`src/rtl/subtractors_array_seq_pkg.sv`:
```
// Shared types and default widths for the sequential subtractor array.
package subtractors_array_seq_pkg;

  localparam int unsigned DEF_N_CH = 10;
  localparam int unsigned DEF_XW   = 8;
  localparam int unsigned DEF_SW   = 9;

  typedef enum logic [1:0] {
    ST_IDLE = 2'd0,
    ST_LOAD = 2'd1,
    ST_EMIT = 2'd2
  } state_t;

  // Element index width; a single-element vector still needs one bit.
  function automatic int unsigned idx_w(input int unsigned n);
    return (n > 1) ? $clog2(n) : 1;
  endfunction

endpackage

```
`src/rtl/subtractors_array_seq_sat_sub.sv`:
```
// Single log-domain subtractor: exp_sum - x with negative flag and optional clamp.
module subtractors_array_seq_sat_sub
  import subtractors_array_seq_pkg::*;
#(
  parameter int unsigned XW  = DEF_XW,
  parameter int unsigned SW  = DEF_SW,
  parameter bit          SAT = 1'b1
) (
  input  logic [SW-1:0] i_a,
  input  logic [XW-1:0] i_b,
  output logic [SW-1:0] o_diff_c,
  output logic          o_neg_c
);

  logic [SW:0] w_d;

  // Extra MSB carries the borrow, i.e. the sign of the true difference.
  assign w_d      = {1'b0, i_a} - (SW+1)'(i_b);
  assign o_neg_c  = w_d[SW];
  assign o_diff_c = (SAT && w_d[SW]) ? '0 : w_d[SW-1:0];

endmodule

```
`src/rtl/subtractors_array_seq.sv`:
```
// Captures one exp_sum and N_CH exponents, then streams exp_sum - x_i one per handshake.
module subtractors_array_seq
  import subtractors_array_seq_pkg::*;
#(
  parameter int unsigned N_CH = DEF_N_CH,
  parameter int unsigned XW   = DEF_XW,
  parameter int unsigned SW   = DEF_SW,
  parameter bit          SAT  = 1'b1
) (
  input  logic                     clk,
  input  logic                     rst,
  input  logic                     i_flush,
  input  logic                     i_sum_valid,
  output logic                     o_sum_ready,
  input  logic [SW-1:0]            i_exp_sum,
  input  logic                     i_x_valid,
  output logic                     o_x_ready,
  input  logic [XW-1:0]            i_x_data,
  output logic                     o_out_valid,
  input  logic                     i_out_ready,
  output logic [SW-1:0]            o_out_data,
  output logic                     o_out_neg,
  output logic [idx_w(N_CH)-1:0]   o_out_idx,
  output logic                     o_out_last,
  output logic                     o_busy
);

  localparam int unsigned   IW       = idx_w(N_CH);
  localparam logic [IW-1:0] LAST_IDX = IW'(N_CH - 1);

  state_t        r_state, w_state;
  logic [IW-1:0] r_cnt, w_cnt;
  logic [SW-1:0] r_sum, w_sum;
  logic [XW-1:0] r_buf [N_CH];
  logic          r_sum_ready, w_sum_ready;
  logic          r_x_ready, w_x_ready;
  logic          r_out_valid, w_out_valid;
  logic [SW-1:0] r_out_data, w_out_data;
  logic          r_out_neg, w_out_neg;
  logic          r_out_last, w_out_last;
  logic          r_busy, w_busy;

  logic          w_sum_fire, w_x_fire, w_out_fire, w_load_res;
  logic [IW-1:0] w_rd_idx;
  logic [XW-1:0] w_rd_x;
  logic [SW-1:0] w_diff;
  logic          w_neg;

  assign w_sum_fire = r_sum_ready & i_sum_valid;
  assign w_x_fire   = r_x_ready & i_x_valid;
  assign w_out_fire = r_out_valid & i_out_ready;

  // Operand for the next registered result: element 0 when leaving LOAD, else idx+1.
  assign w_rd_idx = (r_state == ST_EMIT) ? IW'(r_cnt + IW'(1)) : '0;
  assign w_rd_x   = (N_CH == 1 && r_state == ST_LOAD) ? i_x_data : r_buf[w_rd_idx];

  subtractors_array_seq_sat_sub #(
    .XW  (XW),
    .SW  (SW),
    .SAT (SAT)
  ) u_sat_sub (
    .i_a      (r_sum),
    .i_b      (w_rd_x),
    .o_diff_c (w_diff),
    .o_neg_c  (w_neg)
  );

  always_comb begin
    w_state     = r_state;
    w_cnt       = r_cnt;
    w_sum       = r_sum;
    w_sum_ready = r_sum_ready;
    w_x_ready   = r_x_ready;
    w_out_valid = r_out_valid;
    w_out_data  = r_out_data;
    w_out_neg   = r_out_neg;
    w_out_last  = r_out_last;
    w_load_res  = 1'b0;

    unique case (r_state)
      ST_IDLE: begin
        if (w_sum_fire) begin
          w_state     = ST_LOAD;
          w_cnt       = '0;
          w_sum       = i_exp_sum;
          w_sum_ready = 1'b0;
          w_x_ready   = 1'b1;
        end
      end
      ST_LOAD: begin
        if (w_x_fire) begin
          if (r_cnt == LAST_IDX) begin
            w_state    = ST_EMIT;
            w_cnt      = '0;
            w_x_ready  = 1'b0;
            w_load_res = 1'b1;
          end else begin
            w_cnt = IW'(r_cnt + IW'(1));
          end
        end
      end
      ST_EMIT: begin
        if (w_out_fire) begin
          if (r_out_last) begin
            w_state     = ST_IDLE;
            w_cnt       = '0;
            w_out_valid = 1'b0;
            w_sum_ready = 1'b1;
          end else begin
            w_cnt      = IW'(r_cnt + IW'(1));
            w_load_res = 1'b1;
          end
        end
      end
      default: begin
        w_state     = ST_IDLE;
        w_cnt       = '0;
        w_sum_ready = 1'b1;
        w_x_ready   = 1'b0;
        w_out_valid = 1'b0;
      end
    endcase

    if (w_load_res) begin
      w_out_valid = 1'b1;
      w_out_data  = w_diff;
      w_out_neg   = w_neg;
      w_out_last  = (w_cnt == LAST_IDX);
    end

    // Abort overrides every handshake seen in the same cycle.
    if (i_flush) begin
      w_state     = ST_IDLE;
      w_cnt       = '0;
      w_sum_ready = 1'b1;
      w_x_ready   = 1'b0;
      w_out_valid = 1'b0;
    end

    w_busy = (w_state != ST_IDLE);
  end

  always_ff @(posedge clk or posedge rst) begin
    if (rst) begin
      r_state     <= ST_IDLE;
      r_cnt       <= '0;
      r_sum       <= '0;
      r_sum_ready <= 1'b1;
      r_x_ready   <= 1'b0;
      r_out_valid <= 1'b0;
      r_out_data  <= '0;
      r_out_neg   <= 1'b0;
      r_out_last  <= 1'b0;
      r_busy      <= 1'b0;
    end else begin
      r_state     <= w_state;
      r_cnt       <= w_cnt;
      r_sum       <= w_sum;
      r_sum_ready <= w_sum_ready;
      r_x_ready   <= w_x_ready;
      r_out_valid <= w_out_valid;
      r_out_data  <= w_out_data;
      r_out_neg   <= w_out_neg;
      r_out_last  <= w_out_last;
      r_busy      <= w_busy;
    end
  end

  // Element buffer is deliberately left uninitialised by reset.
  always_ff @(posedge clk) begin
    if (w_x_fire && !i_flush) begin
      r_buf[r_cnt] <= i_x_data;
    end
  end

  assign o_sum_ready = r_sum_ready;
  assign o_x_ready   = r_x_ready;
  assign o_out_valid = r_out_valid;
  assign o_out_data  = r_out_data;
  assign o_out_neg   = r_out_neg;
  assign o_out_idx   = r_cnt;
  assign o_out_last  = r_out_last;
  assign o_busy      = r_busy;

endmodule

```
`config.mk`:
```
export PLATFORM = sky130hd
export DESIGN_NAME = subtractors_array_seq
export DESIGN_NICKNAME = d
export VERILOG_FILES = /design/src/rtl/subtractors_array_seq_pkg.sv /design/src/rtl/subtractors_array_seq_sat_sub.sv /design/src/rtl/subtractors_array_seq.sv
export SDC_FILE = /design/constraint.sdc
export NUM_CORES = 1
export LEC_CHECK = 0
export CAP_MARGIN = 30
export CELL_PAD_IN_SITES_DETAIL_PLACEMENT = 1
export CELL_PAD_IN_SITES_GLOBAL_PLACEMENT = 2
export CORE_ASPECT_RATIO = 0.5
export CORE_MARGIN = 1
export CORE_UTILIZATION = 29
export DETAILED_ROUTE_END_ITERATION = 12
export HOLD_SLACK_MARGIN = 0.06
export PLACE_DENSITY_LB_ADDON = 0.1
export SLEW_MARGIN = 20
export SYNTH_ARGS = -nofsm -noshare
export SYNTH_HDL_FRONTEND = slang
export SYNTH_SLANG_ARGS = --single-unit
```
`constraint.sdc`:
```
create_clock -name clk -period 4.2 [get_ports clk]
set_input_delay 0.84 -clock clk [delete_from_list [all_inputs] [get_ports clk]]
set_output_delay 0.84 -clock clk [all_outputs]
set_load 0.02 [all_outputs]
```
-- Word level (Yosys, flattened, before mapping)
Memories as Yosys holds them, arrays and structs flattened.
Index checks and enable logic that the tools add are counted.
- $add $sub $neg: 2
- multipliers: 0
- div/mod/pow operators: 0
- magnitude comparators: 0
- equality and inequality tests: 14
- shift-type cells: 0
- mux-type cells: 38
- bitwise logic cells: 3
- reductions and logical operators: 9
- operators by type and width (operator ; count):
    4-bit two-way mux ; 7
    1-bit two-way mux ; 18
    3-bit != test (second input constant) ; 5
    2-bit two-way mux ; 6
    4-bit case mux with 3 select lines ; 1
    9-bit by 8-bit subtractor with 10-bit output ; 1
    9-bit two-way mux ; 1
    4-bit equality test (second input constant) ; 2
    4-bit != test (second input constant) ; 2
    4-bit AND reduction ; 2
    1-bit case mux with 3 select lines ; 2
    2-bit case mux with 3 select lines ; 1
    4-bit by 1-bit adder with 4-bit output (second input constant) ; 1
    2-bit != test (second input constant) ; 2
    1-bit case mux with 2 select lines ; 2
    1-bit AND ; 3
    3-bit by 1-bit != test with 1-bit output (second input constant) ; 1
    3-bit AND reduction ; 1
    2-bit by 1-bit equality test with 1-bit output (second input constant) ; 1
    2-bit equality test (second input constant) ; 1
    2-bit zero test ; 1
    2-bit AND reduction ; 1
    2-bit nonzero test ; 1
    2-bit OR reduction ; 1
    2 further kinds ; 2
- register bits after elaboration: 30
- latch bits: 0
- RAM bits: 80
- bits in read-only memories: 0
- bits of input ports: 23
- output and inout bits: 19
- logic and storage cells: 77
- memories: 1
- memory list (memory ; words ; width ; read ports ; clocked after Yosys merged registers in ; write ports ; RTL line ; source):
    r_buf ; 10 ; 8 ; 1 ; 0 ; 1 ; subtractors_array_seq.sv:34 ; logic [XW-1:0] r_buf [N_CH];

-- Logic depth before layout (Yosys ltp)
- depth after elaboration: 6
- depth in mapped cells: 16
- depth with buffers taken out: 13

-- Cells and area by module
From an unflattened synthesis, not the netlist that was laid out.
- cells, all modules: 389
- area, all modules: 5144.9 um2
- by module, submodules not included (module ; instances ; cells an instance ; area an instance (um2) ; seq. area each (um2)):
    subtractors_array_seq ; 1 ; 326 ; 4705.8 ; 3154.3
    subtractors_array_seq_sat_sub ; 1 ; 63 ; 439.2 ; 0.0

-- Least setup slack after synthesis
OpenSTA, ideal clock, no wires.
- kind: register to register
- start: register r_cnt[0] (netlist: o_out_idx[0])
- end: register r_out_data[5] (netlist: o_out_data[5])
- library setup time: 0.122 ns
- data arrival time: 3.570 ns
- required time: 4.078 ns
- path slack: 0.509 ns
- stages on the path, launching flop included: 14
- path buffers: 1
- period minus slack after synthesis: 3.691 ns
- cells stage by stage: dfrtp_1 > buf_6 > inv_1 > ha_1 > nand2_1 > mux4_2 > mux2i_1 > inv_1 > ha_1 > nor2b_1 > o31a_1 > o21a_1 > or3_1 > a32o_1
- longest elaborated chain between the ends: 5
- elaborated cells on any way between the ends: 9
- classes of those cells: 2 x add/sub; 1 x eq/ne; 5 x mux; 1 x memory
- RTL lines (what ; RTL line ; source):
    from (decl) ; subtractors_array_seq.sv:32 ; logic [IW-1:0] r_cnt, w_cnt;
    from (signal assigned) ; subtractors_array_seq.sv:157 ; r_cnt <= w_cnt;
    4-bit by 1-bit adder with 4-bit output ; subtractors_array_seq.sv:54 ; assign w_rd_idx = (r_state == ST_EMIT) ? IW'(r_cnt + IW'(1)) : '0;
    4-bit two-way mux ; subtractors_array_seq.sv:54 ;
    memory 10 x 8 bit ; n/a ;
    9-bit by 8-bit subtractor with 10-bit output ; subtractors_array_seq_sat_sub.sv:18 ; assign w_d = {1'b0, i_a} - (SW+1)'(i_b);
    9-bit two-way mux ; subtractors_array_seq_sat_sub.sv:20 ; assign o_diff_c = (SAT && w_d[SW]) ? '0 : w_d[SW-1:0];
    to (signal assigned) ; subtractors_array_seq.sv:162 ; r_out_data <= w_out_data;
    to (decl) ; subtractors_array_seq.sv:38 ; logic [SW-1:0] r_out_data, w_out_data;
Several ways; a longest one is shown, not always the timed one.
A chain may end at the register's enable or synchronous reset.

-- Worst setup path in the final report
- start: register r_cnt[0] (netlist: o_out_idx[0])
- end: register r_out_data[8] (netlist: o_out_data[8])
Same word-level chain as after synthesis.

==> flow_summary.json <==
{
  "status": "finished, final reports clean",
  "cts-buffers-inserted": 9,
  "synth_enable_flop_cells": 80,
  "synth_top_cell_by_area": "edfxtp_1",
  "p_leak_uw": 0.00228,
  "grt_setup_unrepaired": "false",
  "min_period_ps": 3810,
  "ctsResizeCount": 0,
  "critical_path_buf_inv_count": 2,
  "cp_slowest_cell": "mux4_2",
  "clock.fmax_mhz": 263,
  "hpwl_mm": 8.85,
  "worst_setup_path_end_kind": "flip-flop",
  "ff2ff_setup_slack_ps": 390,
  "startpoint_type": "flip-flop",
  "port_buffers": 41,
  "drc": 0,
  "hold_viol": 0,
  "grt.overflow.total": 0,
  "fp.dieH_um": 95.1,
  "ys_async_sr_fraction": 0.273,
  "cpPeakStageDelay_ps": 550,
  "path_common_cell": "ha_1",
  "synthDistinctLibCells": 58,
  "cts_hold_buf": 0,
  "grtUsageTotal": 0.146,
  "clkSinkCount": 110,
  "cap_viol_max_count": 0,
  "ys_seq_elements": 110,
  "core-area_um2": 16600,
  "grt_max_degree": 31,
  "num_rows": 33,
  "grt_pass1_wl_mm": 18.9,
  "period_share": 0.906,
  "synthFlopType": "edfxtp_1",
  "yosys_warnings": 0,
  "synth_area_leaders": "edfxtp_1 (48%), dfrtp_1 (14%), mux2i_1 (6.8%)",
  "crit_family": "compound AO/OA/AOI/OAI gates",
  "relSlewSlack": 0.424,
  "cts_tree": "yes",
  "setup_viol": 0,
  "drt_wl_total_mm": 12.1,
  "cts.reportedPaths.clkPinSlew_ps": 80,
  "cp_cell_sequence": "inv_1 -> ha_1 -> nand2_1 -> buf_4 -> mux4_2 -> a21oi_2 -> ha_1 -> fa_1 -> nor2b_1 -> o31a_1 -> o41ai_1 -> or3b_1 -> o211ai_1",
  "fin_nets": 430,
  "ys_seq_area_frac": 0.628,
  "clock_path_buffers": 2,
  "die-area_um2": 17900,
  "vias_per_cell": 4.72,
  "ant_nets": 0,
  "routedWlPerCell_um": 19.5,
  "start_util": 0.302,
  "path_class": "flip-flop to flip-flop",
  "chipWidth_um": 188,
  "post-cts-setup-buffer-count": 0,
  "timing.setup.tns_ps": 0,
  "insertion_delay_ps": 360,
  "irDropWorstVdd_uv": 185,
  "syn_area_per_cell_um2": 14.8,
  "area_delta_synth_final_pct": 19.5,
  "crit_arrival_ps": 4040,
  "vias": 2937,
  "drt-pass1-iter-count": 4,
  "synth_top_area_share": 0.478,
  "htreeDepth": 3,
  "synth_cells": 339,
  "crit_required_ps": 4440,
  "place_congestion": 0.764,
  "first_global_vias": 3189,
  "p_per_area_nw_per_um2": 395,
  "syn_area_um2": 5030,
  "synth_nets": 379,
  "ios": 42,
  "n_fill_cell": 1738,
  "min-delay-path-class": "flip-flop to flip-flop",
  "finalClockSkew_ps": 12.2,
  "first_iter_violations": 100,
  "antenna_found_initial": 0,
  "worstPathMaxFanout": 8,
  "drive_gt1_frac": 0.149,
  "slew_viol_final": 0,
  "clockRootBuffer": "clkbuf_16",
  "tightestPinTransition_ps": 861,
  "antennaDiodeCount": 0,
  "post-route-util": 0.361
}
## through the flow
step           cell area (µm²)  hold WS (ps)  worst slack (ps)  power (µW)  std cells
5_1_grt                   6010           534               117        2470        622
3_5_place_dp              5710           492               378        1510        606
6_report                  6010           496               395        2370        622
2_1_floorplan             5030           479               509        1410        339
3_3_place_gp              5710           478               479        1510        606
4_1_cts                   6010           512               328        2410        622
## registers in the layout, indices dropped and copies added (netlist names)
| register | cells |
|---|---|
| o_busy | 1 |
| o_out_data | 9 |
| o_out_idx | 4 |
| o_out_last | 1 |
| o_out_neg | 1 |
| o_out_valid | 1 |
| o_sum_ready | 1 |
| o_x_ready | 1 |
| r_buf | 80 |
| r_state | 2 |
| r_sum | 9 |
## path summary, 6_finish.rpt
path                               start  depth (start not counted)             to
max                         o_out_idx[0]                         13  o_out_data[8]
min                        o_out_data[7]                          2  o_out_data[7]
max reg2reg                 o_out_idx[0]                         13  o_out_data[8]
min reg2reg                o_out_data[7]                          2  o_out_data[7]
max in group asynchronous            rst                          3    o_sum_ready
min in group asynchronous            rst                          3  o_out_data[1]
## cells in the final DEF, fill, tap and decap left out, types with 2 or more instances in the layout
cell type / n
nand3_1: 2
nor2_1: 13
ha_1: 16
nor2b_1: 3
clkbuf_16: 9
a22o_1: 5
mux4_2: 8
or2_1: 3
or3_1: 2
xnor2_1: 2
clkdlybuf4s50_1: 41
a21oi_1: 8
o21a_1: 5
mux2_2: 16
a22oi_1: 3
inv_1: 12
nand2b_1: 3
a32o_1: 3
inv_8: 5
o21ai_0: 9
dfrtp_1: 29
o31a_1: 2
a211oi_1: 4
edfxtp_1: 80
o21ai_1: 6
mux2i_1: 34
a31oi_1: 2
and2_1: 6
nor3_1: 6
buf_4: 10
nand2_1: 21
## final cells by class
type	count	area, µm²	area share
clock inverters	7	77.6	0.0129
multi-input cells	205	1730	0.288
clock buffers	9	225	0.0375
repair buffers	51	485	0.0808
flip-flops and latches	110	3150	0.525
inverters	13	48.8	0.00812
well taps	227	284	0.0473
## power breakdown
group	internal [µW]	switching (µW)	total, µW
Combinational	121	147	269
Sequential	1200	21.9	1220
Clock	432	454	886
Total	1750	624	2370
## worst reg2reg max path: stages, from the launching register on
cell and delay, ps:
dfrtp_1 520, inv_1 110, ha_1 350, nand2_1 150, buf_4 210, mux4_2 560, a21oi_2 210, ha_1 240
fa_1 230, nor2b_1 70, o31a_1 290, o41ai_1 470, or3b_1 200, o211ai_1 80
## metal layers
metal,vias up,share of wire,GRT usage
li1,1388,-,-
met1,1500,0.50,0.196
met2,40,0.46,0.240
met3,9,0.024,0.0302
met4,0,0.012,0.0427
met5,-,0,0
## Yosys cell counts, drive strengths merged (3+ instances only)
cell type and count:
nor2b 4, a22o 5, a22oi 3, clkbuf 3
and2 6, mux2i 34, inv 13, o21a 5
a211oi 4, nor3 6, dfrtp 29, nand2b 4
ha 16, nor2 13, a32o 3, a21oi 9
or2 3, edfxtp 80, nand2 21, o21ai 16
mux2 16, buf 8, mux4 8
## kinds of logic after synthesis
kind of cell | synth area share
AO/OA/AOI/OAI | 0.0856
XOR/XNOR | 0.00523
adder cells (fa/ha/maj) | 0.0438
buffers and inverters | 0.0276
flip-flops | 0.628
multiplexers | 0.139
AND/OR/NAND/NOR | 0.0707
No activity file was read; power rests on OpenSTA's default activity.
